**src/rtl/ir_decode_buf.sv**
```systemverilog
// ir_decode_buf: two-entry instruction buffer that decodes MIPS words at capture
// and presents imm/EOp/register fields of the head entry to the extender.
module ir_decode_buf #(
  parameter int DEPTH = 2,
  parameter int CNT_W = 16
) (
  input  logic             clk,
  input  logic             rst_n,
  input  logic             flush,
  input  logic             in_valid,
  input  logic [31:0]      instr,
  output logic             in_ready,
  output logic             out_valid,
  input  logic             out_ready,
  output logic [5:0]       opcode,
  output logic [4:0]       rs,
  output logic [4:0]       rt,
  output logic [4:0]       rd,
  output logic [15:0]      imm,
  output logic [1:0]       EOp,
  output logic             illegal,
  output logic [CNT_W-1:0] instr_cnt
);
  typedef struct packed {
    logic [5:0]  opcode;
    logic [4:0]  rs;
    logic [4:0]  rt;
    logic [4:0]  rd;
    logic [15:0] imm;
    logic [1:0]  eop;
    logic        illegal;
  } entry_t;
  entry_t     mem [DEPTH];
  entry_t     dec;
  logic [1:0] count;
  logic       head, tail, push, pop;
  assign in_ready  = count != 2'(DEPTH);
  assign out_valid = count != 2'd0;
  assign push      = in_valid & in_ready;
  assign pop       = out_valid & out_ready;
  always_comb begin
    dec.opcode  = instr[31:26];
    dec.rs      = instr[25:21];
    dec.rt      = instr[20:16];
    dec.rd      = instr[15:11];
    dec.imm     = instr[15:0];
    dec.eop     = instr[31:26] == 6'h04 ? 2'b11 :
                  instr[31:26] == 6'h0D ? 2'b01 :
                  instr[31:26] == 6'h0F ? 2'b10 : 2'b00;
    dec.illegal = !(instr[31:26] inside {6'h00, 6'h02, 6'h04, 6'h09, 6'h0D, 6'h0F, 6'h23, 6'h2B});
  end
  // Payload is only written, never reset; the empty-buffer gate below hides stale data.
  always_ff @(posedge clk) begin
    if (push && !flush) mem[tail] <= dec;
  end
  always_ff @(posedge clk or negedge rst_n) begin
    if (!rst_n) begin
      count     <= '0;
      head      <= 1'b0;
      tail      <= 1'b0;
      instr_cnt <= '0;
    end else if (flush) begin
      count <= '0;
      head  <= 1'b0;
      tail  <= 1'b0;
    end else begin
      count <= count + {1'b0, push} - {1'b0, pop};
      if (push) tail <= ~tail;
      if (pop) begin
        head      <= ~head;
        instr_cnt <= instr_cnt + 1'b1;
      end
    end
  end
  assign {opcode, rs, rt, rd, imm, EOp, illegal} = out_valid ? mem[head] : '0;
endmodule

```
**config.mk**
```make
export PLATFORM = sky130hd
export DESIGN_NAME = ir_decode_buf
export DESIGN_NICKNAME = d
export VERILOG_FILES = /design/src/rtl/ir_decode_buf.sv
export SDC_FILE = /design/constraint.sdc
export NUM_CORES = 1
export LEC_CHECK = 0
export CAP_MARGIN = 15
export CORE_AREA = 2 2 86 88
export CTS_BUF_LIST = sky130_fd_sc_hd__clkbuf_8
export CTS_CLUSTER_SIZE = 12
export DETAILED_ROUTE_END_ITERATION = 7
export DIE_AREA = 0 0 88 90
export PLACE_DENSITY = 0.85
export REMOVE_ABC_BUFFERS = 1
export SLEW_MARGIN = 20
export SYNTH_ARGS = -nofsm -noshare
export SYNTH_HDL_FRONTEND = slang
export SYNTH_SLANG_ARGS = --single-unit
```
**constraint.sdc**
```tcl
create_clock -name clk -period 11.3 [get_ports clk]
set_input_delay 2.26 -clock clk [delete_from_list [all_inputs] [get_ports clk]]
set_output_delay 2.26 -clock clk [all_outputs]
set_load 0.05 [all_outputs]
```
**After elaboration in Yosys (flattened, before gate mapping)**

Memories as Yosys holds them, arrays and structs flattened.
Index checks and enable logic that the tools add are counted.

- $add $sub $neg: 3
- Equality and inequality tests: 8
- Muxes and demuxes: 11
- Bitwise operators: 5
- Reduce and logical (&&, ||, !) cells: 9

Operators by type and width:

| kind | count |
|---|---|
| two-way mux 40 bit | 1 |
| == test 6 x 4 -> 1 bit, second input constant | 3 |
| adder 16 x 1 -> 16 bit, second input constant | 1 |
| == test 6 bit, second input constant | 2 |
| two-way mux 2 bit | 4 |
| nonzero test 8 bit | 1 |
| == test 6 x 2 -> 1 bit, second input constant | 1 |
| == test 6 x 3 -> 1 bit, second input constant | 1 |
| logical NOT 6 bit | 1 |
| two-way mux 1 bit | 6 |
| nonzero test 2 bit | 3 |
| inverter 1 bit | 3 |
| adder 2 x 1 -> 2 bit | 1 |
| bitwise AND 1 bit | 2 |
| logical NOT 1 bit | 2 |
| != test 2 bit, second input constant | 1 |
| AND reduction 2 bit | 1 |
| subtractor 2 x 1 -> 2 bit | 1 |
| logical AND 1 bit | 1 |

- Bits in registers: 20
- Bits in writable memories: 80
- Input port bits: 37
- Output and inout port bits: 58
- Logic and storage cells: 41
- Memories kept: 1

Memories:

| memory | depth | width | rd ports | clocked after memory_dff | write ports | line | text |
|---|---|---|---|---|---|---|---|
| mem | 2 | 40 | 1 | 0 | 1 | 33 | `entry_t mem [DEPTH];` |

**Logic depth before layout (Yosys ltp)**

- Word-level depth: 5
- Depth in mapped cells: 8

**Least setup slack after synthesis**

Ideal clock, no wire load.

- Path type: input port to flip-flop
- From: in flush
- To: mem mem[1][0] (netlist name) (enable)
- Arrival: 5.090 ns
- Setup slack: 5.732 ns
- Cell stages on the path: 2
- Path through: clkbuf_1 > nor3b_1

- Longest elaborated chain between the ends: 4

RTL lines:

| what | line | text |
|---|---|---|
| from (decl) | 9 | `input logic flush,` |
| logical NOT 1 bit | 54 | `if (push && !flush) mem[tail] <= dec;` |
| logical AND 1 bit | 54 |  |
| two-way mux 1 bit | 54 |  |
| two-way mux 1 bit (implied by the code) | 54 |  |
| to (decl) | 33 |  |

No other way between the ends.

**Final worst setup path**

- From: reg head
- To: out imm[11]

- Longest elaborated chain between the ends: 2

RTL lines:

| what | line | text |
|---|---|---|
| from (decl) | 36 | `logic head, tail, push, pop;` |
| from (signal assigned) | 70 | `head <= ~head;` |
| memory (2 x 40 bit) | -- |  |
| two-way mux 40 bit | 75 | `assign {opcode, rs, rt, rd, imm, EOp, illegal} = out_valid ? mem[head] : '0;` |
| to (decl) | 19 | `output logic [15:0] imm,` |

No other way between the ends.

==> flow_metrics.tcl <==
set metrics [dict create \
    outcome "finished, final reports clean" \
    setup.worst_path.start_class "flip-flop" \
    clock_path_buffers 2 \
    initialDrtViolationCount 75 \
    drv_slew 0 \
    cp_data_required_time_ps 9040 \
    leading_cell_types_by_total_area_after_synthesis "edfxtp_1 (57%), dfrtp_1 (14%), mux2i_1 (9.5%), nor2_1 (4.2%), xnor2_1 (2.6%)" \
    fillers 498 \
    netSwitchingFraction 0.431 \
    antennaDiodeCount 0 \
    clock_latency_ps 350 \
    final_net_count 382 \
    power.ir.vdd_worst_mv 0.163 \
    placement.cell_area_um2 4700 \
    unrepaired_setup_endpoints_after_global_routing "false" \
    reg2reg_setup_slack_ps 9010 \
    highest_clock_rate_mhz 203 \
    finalInstanceArea_um2 4890 \
    route.antenna.remaining_nets 0 \
    synth.yosys.seq_area_share 0.709 \
    synth-warning-count 0 \
    clk_pin_slew_ps 80 \
    area_growth_syn_to_layout_pct 33.3 \
    flops_latches_synth 90 \
    power.share.clock 0.178 \
    worst_clock_skew_ps 3.81 \
    grt_pass1_vias 2351 \
    route.detailed.wl_per_inst_um 16.0 \
    timing.setup.tns_ps 0 \
    postCtsSetupBuffers 0 \
    floorplan.die_area_um2 7920 \
    hpwlAfterDp_mm 5.02 \
    pin_count_of_the_biggest_net_entering_global_routing 37 \
    cts_inserted_buffers 9 \
    leading_register_cell_type_out_of_synthesis "edfxtp_1" \
    cap_violations 0 \
    grt_util_all_layers 0.195 \
    placement_rows 31 \
    cts_resized 0 \
    netlist.area_leader.share 0.573 \
    mappedNetlistArea_um2 3670 \
    worst-setup-path-type "flip-flop to output port" \
    p_seq_frac 0.361 \
    critPathCaptureType "output port" \
    timing.max_slew.rel_slack 0.295 \
    syn_inst 247 \
    antenna_violations_before_repair 0 \
    tritoncts "done" \
    setup_viol_count_final 0 \
    clkSinkCount 90 \
    post_synth_most_frequent_cells "edfxtp_1 (70), nor2_1 (41), mux2i_1 (35), dfrtp_1 (20), xnor2_1 (11)" \
    ioPinCount 95 \
    final.period_utilization 0.435 \
    die_height_um 90 \
    floorplan.die.width_um 88 \
    number_of_enable_type_register_cells_in_the_synthesized_netlist 70 \
    io_buffers 94 \
    via_count 2238 \
    yosysUniqueCellTypes 29 \
    total_leakage_power_nw 1.74 \
    drive_above_1_share 0.0778 \
    synthDominantAreaCellType "edfxtp_1" \
    final-hold-violation-count 0 \
    regArea_um2 2600 \
    post_drt_via_cell_ratio 5.02 \
    multiInputGateArea_um2 996 \
    min_tclk_post_route_ps 4920 \
    synth-async-reset-ratio 0.222 \
    drt_drc_violations_left 0 \
    post_synth.cell_area_avg_um2 14.9 \
    h-tree-depth 3 \
    internal_portion_of_total_power_mw 0.681 \
    worstPathMaxFanout 36 \
    core_area_um2 7020 \
    grt-ovfl-total 0 \
    start_util 0.523 \
    hold_class "flip-flop to flip-flop" \
    cts_hold_buffers 0 \
    wirelength_mm 7.15 \
    cellPowerDensity_nw_per_um2 245 \
    combPwrFrac 0.461 \
    worst_slew_pin_tran_ps 1060 \
    place.gp.congestion 0.740 \
    cp_data_arrival_time_ps 2660 \
    whs_ps 487 \
    most_frequently_used_cell_type_in_the_post_synthesis_netlist "edfxtp_1" \
    grt_first_pass_wirelength_mm 11.6 \
    detail_route.first_pass.iterations 4 \
    ctsRootBufferMaster "clkbuf_8" \
    power_switching_mw 0.516 \
]
-- per-layer routing --
layer,wire (µm),part of all wire,vias to the layer above,GRT usage
li1,-,-,1072,-
met1,2940,0.41,1079,0.243
met2,3580,0.50,82,0.325
met3,540,0.075,5,0.0579
met4,89,0.012,0,0.0615
met5,0,0,-,0
-- critical path: stages, from the launching register on --
cell             delay [ps]
dfrtp_2                1060
mux2i_1                 170
nor2_1                  230
clkdlybuf4s50_1         840
-- logic make-up (layout without fill, tap and decap cells) --
group | Yosys count | count (layout) | synth area share
AO/OA/AOI/OAI | 5 | 5 | 0.00921
AND/OR/NAND/NOR | 77 | 77 | 0.102
flip-flops | 90 | 90 | 0.709
multiplexers | 36 | 36 | 0.0985
XOR/XNOR | 20 | 20 | 0.0477
adder cells (fa/ha/maj) | 3 | 3 | 0.0102
buffers and inverters | 16 | 116 | 0.0228
-- state kept, by name, summed over array words and instances (netlist names) --
name       cells
instr_cnt     16
count          2
head           1
tail           1
mem           70
-- path summary, 6_finish.rpt --
| kind | from | end | cells after the start |
|---|---|---|---|
| setup / recovery | head | imm[11] | 3 |
| hold / removal | instr_cnt[15] | instr_cnt[15] | 1 |
| setup reg to reg | count[0] | mem[1][24] | 4 |
| hold reg to reg | instr_cnt[15] | instr_cnt[15] | 1 |
| max in group asynchronous | rst_n | head | 1 |
| min in group asynchronous | rst_n | instr_cnt[7] | 1 |
-- metrics by stage --
stage	total power, mW	setup slack (ps)	instances	utilization
floorplan	0.802	5800	234	-
global placement	0.986	6750	430	0.669
detailed placement	0.995	6690	430	0.669
CTS	1.21	6340	446	0.697
global route	1.25	6230	446	0.697
finish	1.20	6380	446	0.697
-- placed cells by master, fill, tap and decap left out, drive strengths merged --
cell type	count
a21oi	1
a31oi	1
and2	1
and4	2
buf	3
bufinv	1
clkbuf	9
clkdlybuf4s50	94
clkinv	2
clkinvlp	1
dfrtp	20
edfxtp	70
ha	3
inv	6
mux2	1
mux2i	35
nand2	9
nand2b	2
nand3	7
nand4	3
nor2	41
nor2b	2
nor3	5
nor3b	1
nor4	3
o21a	1
o21ai	1
o22ai	1
or3	1
xnor2	11
xor2	9
-- power by group through the flow --
| stage | Clock, mW | Sequential [mW] | Combinational, mW |
|---|---|---|---|
| 2_1_floorplan | 0 | 0.456 | 0.346 |
| 3_3_place_gp | 0 | 0.438 | 0.549 |
| 3_5_place_dp | 0 | 0.440 | 0.556 |
| 4_1_cts | 0.216 | 0.433 | 0.557 |
| 5_1_grt | 0.233 | 0.438 | 0.582 |
| 6_report | 0.213 | 0.432 | 0.552 |
-- area by class of cell --
type	instances	share of cell area
clock buffer	9	0.0253
clock inverter	7	0.0141
inverter	3	0.00230
multi-input combinational	141	0.204
sequential	90	0.532
tap	99	0.0253
timing repair buffer	97	0.197
Note: power is estimated with default switching activity, not from simulation.
